===== src/rtl/sobel_window_streamer_if.sv =====
// Pixel-in / window-out handshake bundle for sobel_window_streamer.
// slave is the streamer's view, master is the producer/consumer side.
interface sobel_window_streamer_if #(
  parameter int PIX_W = 11,
  parameter int IMG_W = 8,
  parameter int IMG_H = 7
);
  localparam int RW = $clog2(IMG_H);
  localparam int CW = $clog2(IMG_W);

  logic             s_valid;
  logic             s_ready;
  logic [PIX_W-1:0] s_data;

  logic               m_valid;
  logic               m_ready;
  logic [9*PIX_W-1:0] m_win;
  logic [RW-1:0]      m_row;
  logic [CW-1:0]      m_col;
  logic               m_last;

  modport slave (
    input  s_valid, s_data, m_ready,
    output s_ready, m_valid, m_win, m_row, m_col, m_last
  );

  modport master (
    output s_valid, s_data, m_ready,
    input  s_ready, m_valid, m_win, m_row, m_col, m_last
  );
endinterface


===== src/rtl/sobel_window_streamer.sv =====
// Builds every interior 3x3 neighbourhood of a raster pixel stream using two
// line buffers and a shifting window register, one registered window per position.
module sobel_window_streamer #(
  parameter int PIX_W = 11,
  parameter int IMG_W = 8,
  parameter int IMG_H = 7
) (
  input  logic                    clk,
  input  logic                    rst,
  sobel_window_streamer_if.slave  bus,
  output logic                    frame_done
);
  localparam int RW = $clog2(IMG_H);
  localparam int CW = $clog2(IMG_W);
  localparam logic [RW-1:0] R_LAST = RW'(IMG_H - 1);
  localparam logic [CW-1:0] C_LAST = CW'(IMG_W - 1);
  localparam logic [RW-1:0] R_TWO  = RW'(2);
  localparam logic [CW-1:0] C_TWO  = CW'(2);

  typedef logic [PIX_W-1:0] pix_t;

  pix_t lb0 [IMG_W];
  pix_t lb1 [IMG_W];
  pix_t win    [9];
  pix_t win_nx [9];

  logic [RW-1:0]      r;
  logic [CW-1:0]      c;
  logic               accept;
  logic               emit;
  logic               last_pix;
  logic [9*PIX_W-1:0] win_flat;

  logic               mv;
  logic [9*PIX_W-1:0] mwin;
  logic [RW-1:0]      mrow;
  logic [CW-1:0]      mcol;
  logic               mlast;

  assign bus.s_ready = !mv || bus.m_ready;
  assign bus.m_valid = mv;
  assign bus.m_win   = mwin;
  assign bus.m_row   = mrow;
  assign bus.m_col   = mcol;
  assign bus.m_last  = mlast;

  assign accept   = bus.s_valid && bus.s_ready;
  assign last_pix = (r == R_LAST) && (c == C_LAST);
  // Columns 0..1 and rows 0..1 only prime the buffers, so stale data never escapes.
  assign emit     = accept && (r >= R_TWO) && (c >= C_TWO);

  always_comb begin
    win_nx[0] = win[1];
    win_nx[1] = win[2];
    win_nx[2] = lb1[c];
    win_nx[3] = win[4];
    win_nx[4] = win[5];
    win_nx[5] = lb0[c];
    win_nx[6] = win[7];
    win_nx[7] = win[8];
    win_nx[8] = bus.s_data;
  end

  always_comb begin
    win_flat = '0;
    for (int unsigned k = 0; k < 9; k++) begin
      win_flat[k*PIX_W +: PIX_W] = win_nx[k];
    end
  end

  // Pixel storage is deliberately left unreset.
  always_ff @(posedge clk) begin
    if (accept) begin
      lb1[c] <= lb0[c];
      lb0[c] <= bus.s_data;
      win    <= win_nx;
    end
  end

  always_ff @(posedge clk) begin
    if (rst) begin
      r          <= '0;
      c          <= '0;
      mv         <= 1'b0;
      mwin       <= '0;
      mrow       <= '0;
      mcol       <= '0;
      mlast      <= 1'b0;
      frame_done <= 1'b0;
    end else begin
      frame_done <= accept && last_pix;
      if (accept) begin
        if (c == C_LAST) begin
          c <= '0;
          r <= (r == R_LAST) ? '0 : r + 1'b1;
        end else begin
          c <= c + 1'b1;
        end
      end
      if (emit) begin
        mv    <= 1'b1;
        mwin  <= win_flat;
        mrow  <= r - R_TWO;
        mcol  <= c - C_TWO;
        mlast <= last_pix;
      end else if (bus.m_ready) begin
        mv <= 1'b0;
      end
    end
  end
endmodule


===== src/flat_wrapper.sv =====
// flat-port wrapper written by rule: the top's interface ports become plain ports
module sobel_window_streamer_flat 
#(
  parameter int PIX_W = 11,
  parameter int IMG_W = 8,
  parameter int IMG_H = 7
)
  (clk, rst, frame_done, bus_s_valid, bus_s_data, bus_m_ready, bus_s_ready, bus_m_valid, bus_m_win, bus_m_row, bus_m_col, bus_m_last);
  sobel_window_streamer_if #(.PIX_W(PIX_W), .IMG_W(IMG_W), .IMG_H(IMG_H)) bus_i ();
  input  logic clk;
  input  logic rst;
  output logic frame_done;
  input wire logic [$bits(bus_i.s_valid)-1:0] bus_s_valid;
  input wire logic [$bits(bus_i.s_data)-1:0] bus_s_data;
  input wire logic [$bits(bus_i.m_ready)-1:0] bus_m_ready;
  output wire logic [$bits(bus_i.s_ready)-1:0] bus_s_ready;
  output wire logic [$bits(bus_i.m_valid)-1:0] bus_m_valid;
  output wire logic [$bits(bus_i.m_win)-1:0] bus_m_win;
  output wire logic [$bits(bus_i.m_row)-1:0] bus_m_row;
  output wire logic [$bits(bus_i.m_col)-1:0] bus_m_col;
  output wire logic [$bits(bus_i.m_last)-1:0] bus_m_last;
  assign bus_i.s_valid = bus_s_valid;
  assign bus_i.s_data = bus_s_data;
  assign bus_i.m_ready = bus_m_ready;
  assign bus_s_ready = bus_i.s_ready;
  assign bus_m_valid = bus_i.m_valid;
  assign bus_m_win = bus_i.m_win;
  assign bus_m_row = bus_i.m_row;
  assign bus_m_col = bus_i.m_col;
  assign bus_m_last = bus_i.m_last;
  sobel_window_streamer #(.PIX_W(PIX_W), .IMG_W(IMG_W), .IMG_H(IMG_H)) u_core (.clk(clk), .rst(rst), .bus(bus_i), .frame_done(frame_done));
endmodule

===== config.mk =====
export PLATFORM = sky130hd
export DESIGN_NAME = sobel_window_streamer_flat
export DESIGN_NICKNAME = d
export VERILOG_FILES = /design/src/rtl/sobel_window_streamer_if.sv /design/src/rtl/sobel_window_streamer.sv /design/src/flat_wrapper.sv
export SDC_FILE = /design/constraint.sdc
export NUM_CORES = 1
export LEC_CHECK = 0
export CORE_UTILIZATION = 30
export DETAILED_ROUTE_END_ITERATION = 12
export PLACE_DENSITY = 0.58
export SYNTH_ARGS = -nofsm -noshare
export SYNTH_HDL_FRONTEND = slang
export SYNTH_SLANG_ARGS = --single-unit
export TNS_END_PERCENT = 20

===== constraint.sdc =====
create_clock -name clk -period 9.15 [get_ports clk]
set_input_delay 1.83 -clock clk [delete_from_list [all_inputs] [get_ports clk]]
set_output_delay 1.83 -clock clk [all_outputs]
set_load 0.01 [all_outputs]

After elaboration in Yosys (flattened, before gate mapping)
Memories as Yosys holds them, arrays and structs flattened. A register that Yosys moved wholly into a read port is not among the register bits.
Cells that the tools add are included.
- register bits after elaboration: 180
- input bits: 15
- memories: 2
- output and inout port bits: 109
- bits in writable memories: 176
- logic and storage cells: 43
- equal/unequal tests: 2
- mux-type cells: 10
- add/subtract/negate cells: 4
- $lt $le $gt $ge: 2
- reduce and logical (&&, ||, !) cells: 9
- memories (name ; words ; bits a word ; rd ports ; clocked after memory_dff ; write ports ; line ; RTL):
    u_core.lb0 ; 8 ; 11 ; 1 ; 1 ; 1 ; sobel_window_streamer.sv:22 ; pix_t lb0 [IMG_W];
    u_core.lb1 ; 8 ; 11 ; 1 ; 1 ; 1 ; sobel_window_streamer.sv:23 ; pix_t lb1 [IMG_W];
- operators by type and width (cell ; number):
    two-way mux 3 bit ; 6
    adder 3 x 1 -> 3 bit, second input constant ; 2
    == test 3 bit, second input constant ; 2
    greater-or-equal comparator 3 x 2 -> 1 bit, second input constant ; 2
    subtractor 3 x 2 -> 3 bit, second input constant ; 2
    logical AND 1 bit ; 5
    two-way mux 1 bit ; 4
    AND reduction 2 bit ; 1
    nonzero test 2 bit ; 1
    logical NOT 1 bit ; 1
    logical OR 1 bit ; 1

Longest topological paths before layout
Gate-level depths: netlist of the first run.
- word-level depth: 6
- mapped depth: 8
- mapped depth without buffers: 6

Worst setup path before layout of the first run
Ideal clock, no wire load.
- path kind: input -> register
- start point: in bus_m_ready
- end point: mem u_core.lb0[2][0] (netlist name) (enable)
- required time: 8.796 ns
- buffers on the path: 0
- path slack: 4.192 ns
- arrival: 4.604 ns
- cell stages on the path: 4
- cell sequence: nand2b_1 > nand2_1 > clkinv_1 > and3_1
- word-level cells in the longest chain between the ends: 4
- RTL lines (what ; line ; RTL):
    start, declared ; flat_wrapper.sv:15 ; input wire logic [$bits(bus_i.m_ready)-1:0] bus_m_ready;
    logical OR 1 bit ; sobel_window_streamer.sv:40 ; assign bus.s_ready = !mv || bus.m_ready;
    logical AND 1 bit ; sobel_window_streamer.sv:47 ; assign accept = bus.s_valid && bus.s_ready;
    named net u_core.accept ; sobel_window_streamer.sv:29 ; logic accept;
    two-way mux 1 bit ; sobel_window_streamer.sv:73 ; if (accept) begin
    two-way mux 1 bit (implied by the code) ; sobel_window_streamer.sv:75 ; lb0[c] <= bus.s_data;
    end, declared ; sobel_window_streamer.sv:22 ;
The timed path passes the listed nets, and every way through them passes these cells.

Worst setup path after layout of the first run
- start point: in bus_m_ready
- end point: out bus_s_ready
- word-level cells in the longest chain between the ends: 1
- RTL lines (what ; line ; RTL):
    logical OR 1 bit ; sobel_window_streamer.sv:40 ;
    end, declared ; flat_wrapper.sv:16 ; output wire logic [$bits(bus_i.s_ready)-1:0] bus_s_ready;
No other way between the ends.

==> out/qor.csv, run 1 <==
stage,metric,value,unit
power_and_ir_drop,powerDensity,214,nW/um^2
die,pin_count,124,
global_routing,grt_first_pass_wirelength,45.8,mm
global_routing,first_global_vias,7365,
global_routing,overflow,0,
logic_synthesis,ys_warn_count,0,
cts,clock_sinks,359,
worst_setup_path,end_kind,primary output,
logic_synthesis,synth_edf_count,242,
logic_synthesis,synth-async-reset-ratio,0,
timing,finalCriticalPeriod,4.96,ns
routing,wl_per_cell,18.9,microns
global_routing,grtUsageTotal,0.134,
worst_setup_path,path_class,input pin to primary output,
die,die_x,212,microns
cts,post_cts_resized,0,
cts,cts_max_path_buffers,3,
timing,rsz0062_at_grt,no,
routing,via_count,7541,
timing,post-route-period-util,0.542,
finish,final_layout_size_suffix_gt1_frac,0.168,
power_and_ir_drop,ir_drop,0.000145,V
routing,via_per_inst,4.74,
timing,hold_viol_final,0,
routing,postRouteAntennaNets,0,
placed_design,dp_cells,1519,
timing,max_slew.worst_pin.slew,1.07,ns
logic_synthesis,synth-compound-area-share,0.0840,
die,fp.dieArea,45000,sq um
cts,cts_inserted_buffers,39,
logic_synthesis,synth_xor_area_frac,0,
logic_synthesis,synth_cell_type_count,33,
logic_synthesis,synth_fa_ha_area_frac,0.00756,
logic_synthesis,synth.area.mux_share,0.0943,
worst_setup_path,crit_path_max_fanout,6,
die,rows,76,
worst_setup_path,arrival,3.13,ns
routing,dr.first_iter.drc_count,637,
timing,fmax,202,MHz
finish,final_cell_mix,"242 x edfxtp_1, 122 x clkdlybuf4s50_1, 116 x dfxtp_1",
placed_design,dp_slack,4.21,ns
logic_synthesis,syn_area,13200,sq um
cts,cts_tree,yes,
routing,drc,0,
finish,antenna_cells,0,
finish,final_area,16300,sq um
die,initial_core_util,0.306,
logic_synthesis,syn_area_per_cell,15.4,sq um
logic_synthesis,synth-simple-area-share,0.0561,
routing,drt-pass1-iter-count,4,
logic_synthesis,ys_seq_area_frac,0.725,
placed_design,place_area,15100,sq um
worst_setup_path,crit_required,7.32,ns
finish,utilization,0.376,
die,die-height,212,microns
cts,ctsHtreeMaxLevel,2,
logic_synthesis,synth-seq-cells,359,
routing,routed_wl,30.0,mm
power_and_ir_drop,power.leakage,5.02,nW
cts,clk_latency,0.53,ns
global_routing,grt_max_degree,86,
logic_synthesis,synth_nets,885,
finish,fin_nets,998,
worst_setup_path,slowest_delay,0.59,ns
logic_synthesis,synth_ff_type,edfxtp_1,
finish,n_fill_cell,4091,
run_status,status,"complete, no violations",
finish,layout.cells.non_filler,1590,
placed_design,dp_hpwl,17.5,mm
power_and_ir_drop,power,3.48,mW
timing,setup_slack,4.19,ns
timing,skew,0.0300,ns
logic_synthesis,synth_top_family_by_area,multiplexers,
worst_setup_path,cpMaxStageDelayCell,clkdlybuf4s50_1,
placed_design,globalplace.congestion,0.742,
timing,fin_setup_tns,0,ns
timing,slew_headroom,0.287,
worst_setup_path,cp_cell_sequence,clkdlybuf4s50_1 -> nand2b_1 -> clkdlybuf4s50_1,
cts,cts.reportedPaths.clkPinSlew,0.05,ns
worst_setup_path,crit_path_frequent_cell,clkdlybuf4s50_1,
global_routing,antenna_found_initial,0,
placed_design,port-buffer-count,123,
cts,post_cts_buffers,0,
cts,ctsHoldBuffers,0,
flow_run,drv_cap,0,
finish,area_growth,22.8,%
timing,slew_viol_final,0,
finish,final_common_cell,edfxtp_1,
cts,clockRootBuffer,clkbuf_16,
timing,setup_viol_count_final,0,
worst_setup_path,cp-start-kind,input pin,
worst_hold_path,hold_class,register to register,
logic_synthesis,netlist_instances,862,
timing,worst_hold_slack,0.447,ns
die,core_area,43300,sq um
## routing by layer
metal / track usage / part of all wire / up-vias
met3: 0.0217 / 0.050 / 31
met4: 0.0305 / 0.013 / 0
met5: 0 / 0 / -
li1: - / - / 3532
met2: 0.210 / 0.47 / 164
met1: 0.194 / 0.46 / 3814
## logic make-up after synthesis
kind of cell             count (synthesis)
adder cells (fa/ha/maj)                  8
buffers and inverters                   99
flip-flops                             359
AO/OA/AOI/OAI                          203
multiplexers                            67
AND/OR/NAND/NOR                        126
## sequential cells by signal (all words and copies together), names as in the netlist, named ones only
signal              flops
u_core.bus.m_last       1
u_core.lb1             88
u_core.bus.m_col        3
u_core.c                3
u_core.frame_done       1
u_core.r                3
u_core.bus.m_valid      1
u_core.win             66
u_core.lb0             88
u_core.bus.m_row        3
u_core.bus.m_win       99
## layout make-up
type | instances | area [sq um] | area share
inverter | 30 | 113 | 0.00692
clock buffer | 54 | 1060 | 0.0654
multi-input combinational | 404 | 3240 | 0.199
timing repair buffer | 141 | 1360 | 0.0838
clock inverter | 17 | 151 | 0.00930
tap | 585 | 732 | 0.0450
sequential | 359 | 9610 | 0.591
## report_power, final
group	switching (mW)	internal (mW)	leakage (nW)	total (mW)
clock	0.618	0.873	0.593	1.49
sequential	0.0182	1.80	3.19	1.81
combinational	0.118	0.0535	1.23	0.172
total	0.755	2.72	5.02	3.48
## worst max-delay path: cells and delay by family
family	cells	cell delay, ns
buffers and inverters	2	1.05
and+or+nand+nor	1	0.25
## cells in the mapped netlist, types with 3 or more instances
master	count	share of area
a21oi_1	89	0.034
o21ai_0	22	0.0083
o21ai_1	58	0.022
nand3_1	79	0.030
buf_2	19	0.0072
a211oi_1	28	0.016
and3_1	8	0.0038
mux2_2	22	0.019
ha_1	8	0.0076
nor3_1	3	0.0011
inv_1	28	0.0079
buf_1	9	0.0026
buf_6	5	0.0043
dfxtp_1	117	0.18
nor2_1	5	0.0014
nor3_2	22	0.017
edfxtp_1	242	0.55
mux4_2	44	0.075
clkbuf_1	36	0.010
nand2_1	5	0.0014
## path summary, 6_finish.rpt
path         slack, ns  cells after the start                    to            from
max               4.19                      3           bus_s_ready     bus_m_ready
min               0.45                      0        u_core.win[79]  u_core.win[68]
max reg2reg       5.99                      6  u_core.bus.m_win[63]     u_core.c[0]
min reg2reg       0.45                      0        u_core.win[79]  u_core.win[68]
Power figures use the tool's default switching activity.
==> run 2: changes to the inputs <==
Settings changed: PLACE_DENSITY 0.58 to 0.6.
Clock period 9.15 ns to 4.1 ns, I/O delays scaled along.
==> run 2 against run 1 <==
Clock skew fell by 0.0020 ns; flip-flop and latch count unchanged; setup slack worse by 3.0 ns; core utilization increased by 0.32 points; routed wire length is 1.1% lower; largest power group unchanged.
==> out/qor.csv, run 2 (synthesis gave the netlist of run 1 again) <==
stage,metric,value,unit
die,die_x,212,microns
worst_hold_path,hold_class,register to register,
die,die-height,212,microns
cts,cts_max_path_buffers,3,
placed_design,dp_hpwl,17.5,mm
finish,final_cell_mix,"242 x edfxtp_1, 122 x clkdlybuf4s50_1, 116 x dfxtp_1",
finish,utilization,0.379,
worst_setup_path,r2r_cells,6,
worst_hold_path,holdPathEnd,u_core.win[82],
routing,postRouteAntennaNets,0,
finish,largest_reg_flops,99,
routing,dr.first_iter.drc_count,544,
placed_design,port-buffer-count,123,
timing,rsz0062_at_grt,no,
worst_setup_path,cp_num_buf_inv,2,
placed_design,place_area,15100,sq um
worst_setup_path,r2r_start,u_core.c[0],
routing,wl_per_cell,18.6,microns
routing,drc,0,
timing,skew,0.0280,ns
finish,final_layout_size_suffix_gt1_frac,0.176,
timing,post-route-period-util,0.718,
global_routing,grt_first_pass_wirelength,45.3,mm
flow_run,drv_cap,0,
die,pin_count,124,
routing,drt-pass1-iter-count,4,
worst_setup_path,slowest_delay,0.59,ns
worst_setup_path,crit_required,3.28,ns
cts,post_cts_buffers,0,
finish,area_growth,23.9,%
timing,finalCriticalPeriod,2.94,ns
worst_setup_path,cpMaxStageDelayCell,clkdlybuf4s50_1,
global_routing,grtUsageTotal,0.131,
power_and_ir_drop,power,7.98,mW
routing,routed_wl,29.7,mm
timing,fmax,340,MHz
worst_setup_path,arrival,2.12,ns
finish,antenna_cells,0,
die,rows,76,
cts,cts.reportedPaths.clkPinSlew,0.06,ns
finish,multi_input_area,3240,sq um
finish,regArea,9610,sq um
timing,max_slew.worst_pin.slew,0.922,ns
placed_design,globalplace.congestion,0.707,
worst_hold_path,min-delay-start,u_core.win[71],
die,fp.dieArea,45000,sq um
power_and_ir_drop,powerDensity,486,nW/um^2
timing,fin_setup_tns,0,ns
worst_setup_path,r2r_end,u_core.bus.m_win[30],
timing,hold_viol_final,0,
cts,post_cts_resized,0,
finish,final_common_cell,edfxtp_1,
timing,slew_headroom,0.385,
worst_setup_path,regToRegSetupSlack,1.47,ns
cts,clock_sinks,359,
worst_setup_path,end_kind,primary output,
finish,n_fill_cell,4065,
power_and_ir_drop,ir_drop,0.000260,V
worst_setup_path,crit_family,buffers and inverters,
die,core_area,43300,sq um
power_and_ir_drop,power.leakage,5.10,nW
worst_setup_path,path_class,input pin to primary output,
die,initial_core_util,0.306,
global_routing,first_global_vias,7624,
timing,setup_viol_count_final,0,
global_routing,antenna_found_initial,0,
global_routing,grt_max_degree,85,
timing,slew_viol_final,0,
worst_setup_path,cp-start-kind,input pin,
run_status,status,"complete, no violations",
routing,via_count,7639,
worst_setup_path,crit_path_frequent_cell,clkdlybuf4s50_1,
cts,clockRootBuffer,clkbuf_16,
cts,cts_inserted_buffers,39,
finish,final_area,16400,sq um
worst_setup_path,crit_path_max_fanout,6,
worst_setup_path,cp_cell_sequence,clkdlybuf4s50_1 -> nand2b_1 -> clkdlybuf4s50_1,
routing,via_per_inst,4.79,
cts,cts_tree,yes,
cts,ctsHtreeMaxLevel,2,
cts,ctsHoldBuffers,0,
finish,fin_nets,1002,
worst_hold_path,hold_depth,0,
global_routing,overflow,0,
cts,clk_latency,0.53,ns
## run 2: cell count changes in the layout (fill, tap and decap cells not counted)
| cell | delta |
|---|---|
| buf_4 | +3 |
| clkinvlp_4 | -1 |
| clkinv_2 | +1 |
| inv_6 | +1 |
| buf_12 | +1 |
| clkinv_1 | +5 |
| bufinv_16 | +3 |
| clkbuf_8 | +1 |
| clkbuf_1 | -9 |
## run 2: final cells by class
type / instances / share of cell area
Clock buffer: 46 / 0.0636
Clock inverter: 26 / 0.0162
Inverter: 30 / 0.00686
Sequential cell: 359 / 0.586
Multi-Input combinational cell: 404 / 0.197
Timing Repair Buffer: 145 / 0.0857
Tap cell: 585 / 0.0446
## run 2: worst reg2reg max path, stage by stage (launching register included)
cell	delay [ns]
dfxtp_1	0.40
inv_1	0.18
ha_1	0.16
nor2b_1	0.26
o211a_4	0.47
nand2_1	0.63
a211oi_1	0.44
## run 2: per-layer routing
metal	part of all wire	global-route usage	vias to the layer above
li1	-	-	3549
met1	0.47	0.183	3900
met2	0.47	0.211	152
met3	0.040	0.0214	38
met4	0.016	0.0340	0
met5	0	0	-
## run 2: how the worst max path moves through the flow
stage / start / to / slack [ns] / depth (start not counted)
finish: bus_m_ready / bus_s_ready / 1.16 / 3
global route: bus_m_ready / bus_s_ready / 1.09 / 3
CTS: bus_m_ready / bus_s_ready / 1.15 / 3
detailed placement: bus_m_ready / u_core.bus.m_win[30] / 0.91 / 5
global placement: bus_m_ready / u_core.bus.m_win[63] / 0.98 / 5
floorplan: bus_m_ready / u_core.lb0[2][0] / 0.15 / 4
## run 2: where the power goes
part | internal, mW | total, mW | switching, mW
Sequential | 4.01 | 4.06 | 0.0484
Clock | 2.14 | 3.54 | 1.40
Combinational | 0.125 | 0.383 | 0.258
Total | 6.28 | 7.98 | 1.71
## run 2: metrics by stage
step | hold WS [ns] | setup WS, ns | instances
after detailed placement | 0.431 | 0.906 | 1523
after global placement | 0.430 | 0.981 | 1523
after floorplan | 0.426 | 0.152 | 862
after global routing | 0.456 | 1.09 | 1595
final | 0.451 | 1.16 | 1595
after CTS | 0.452 | 1.15 | 1595
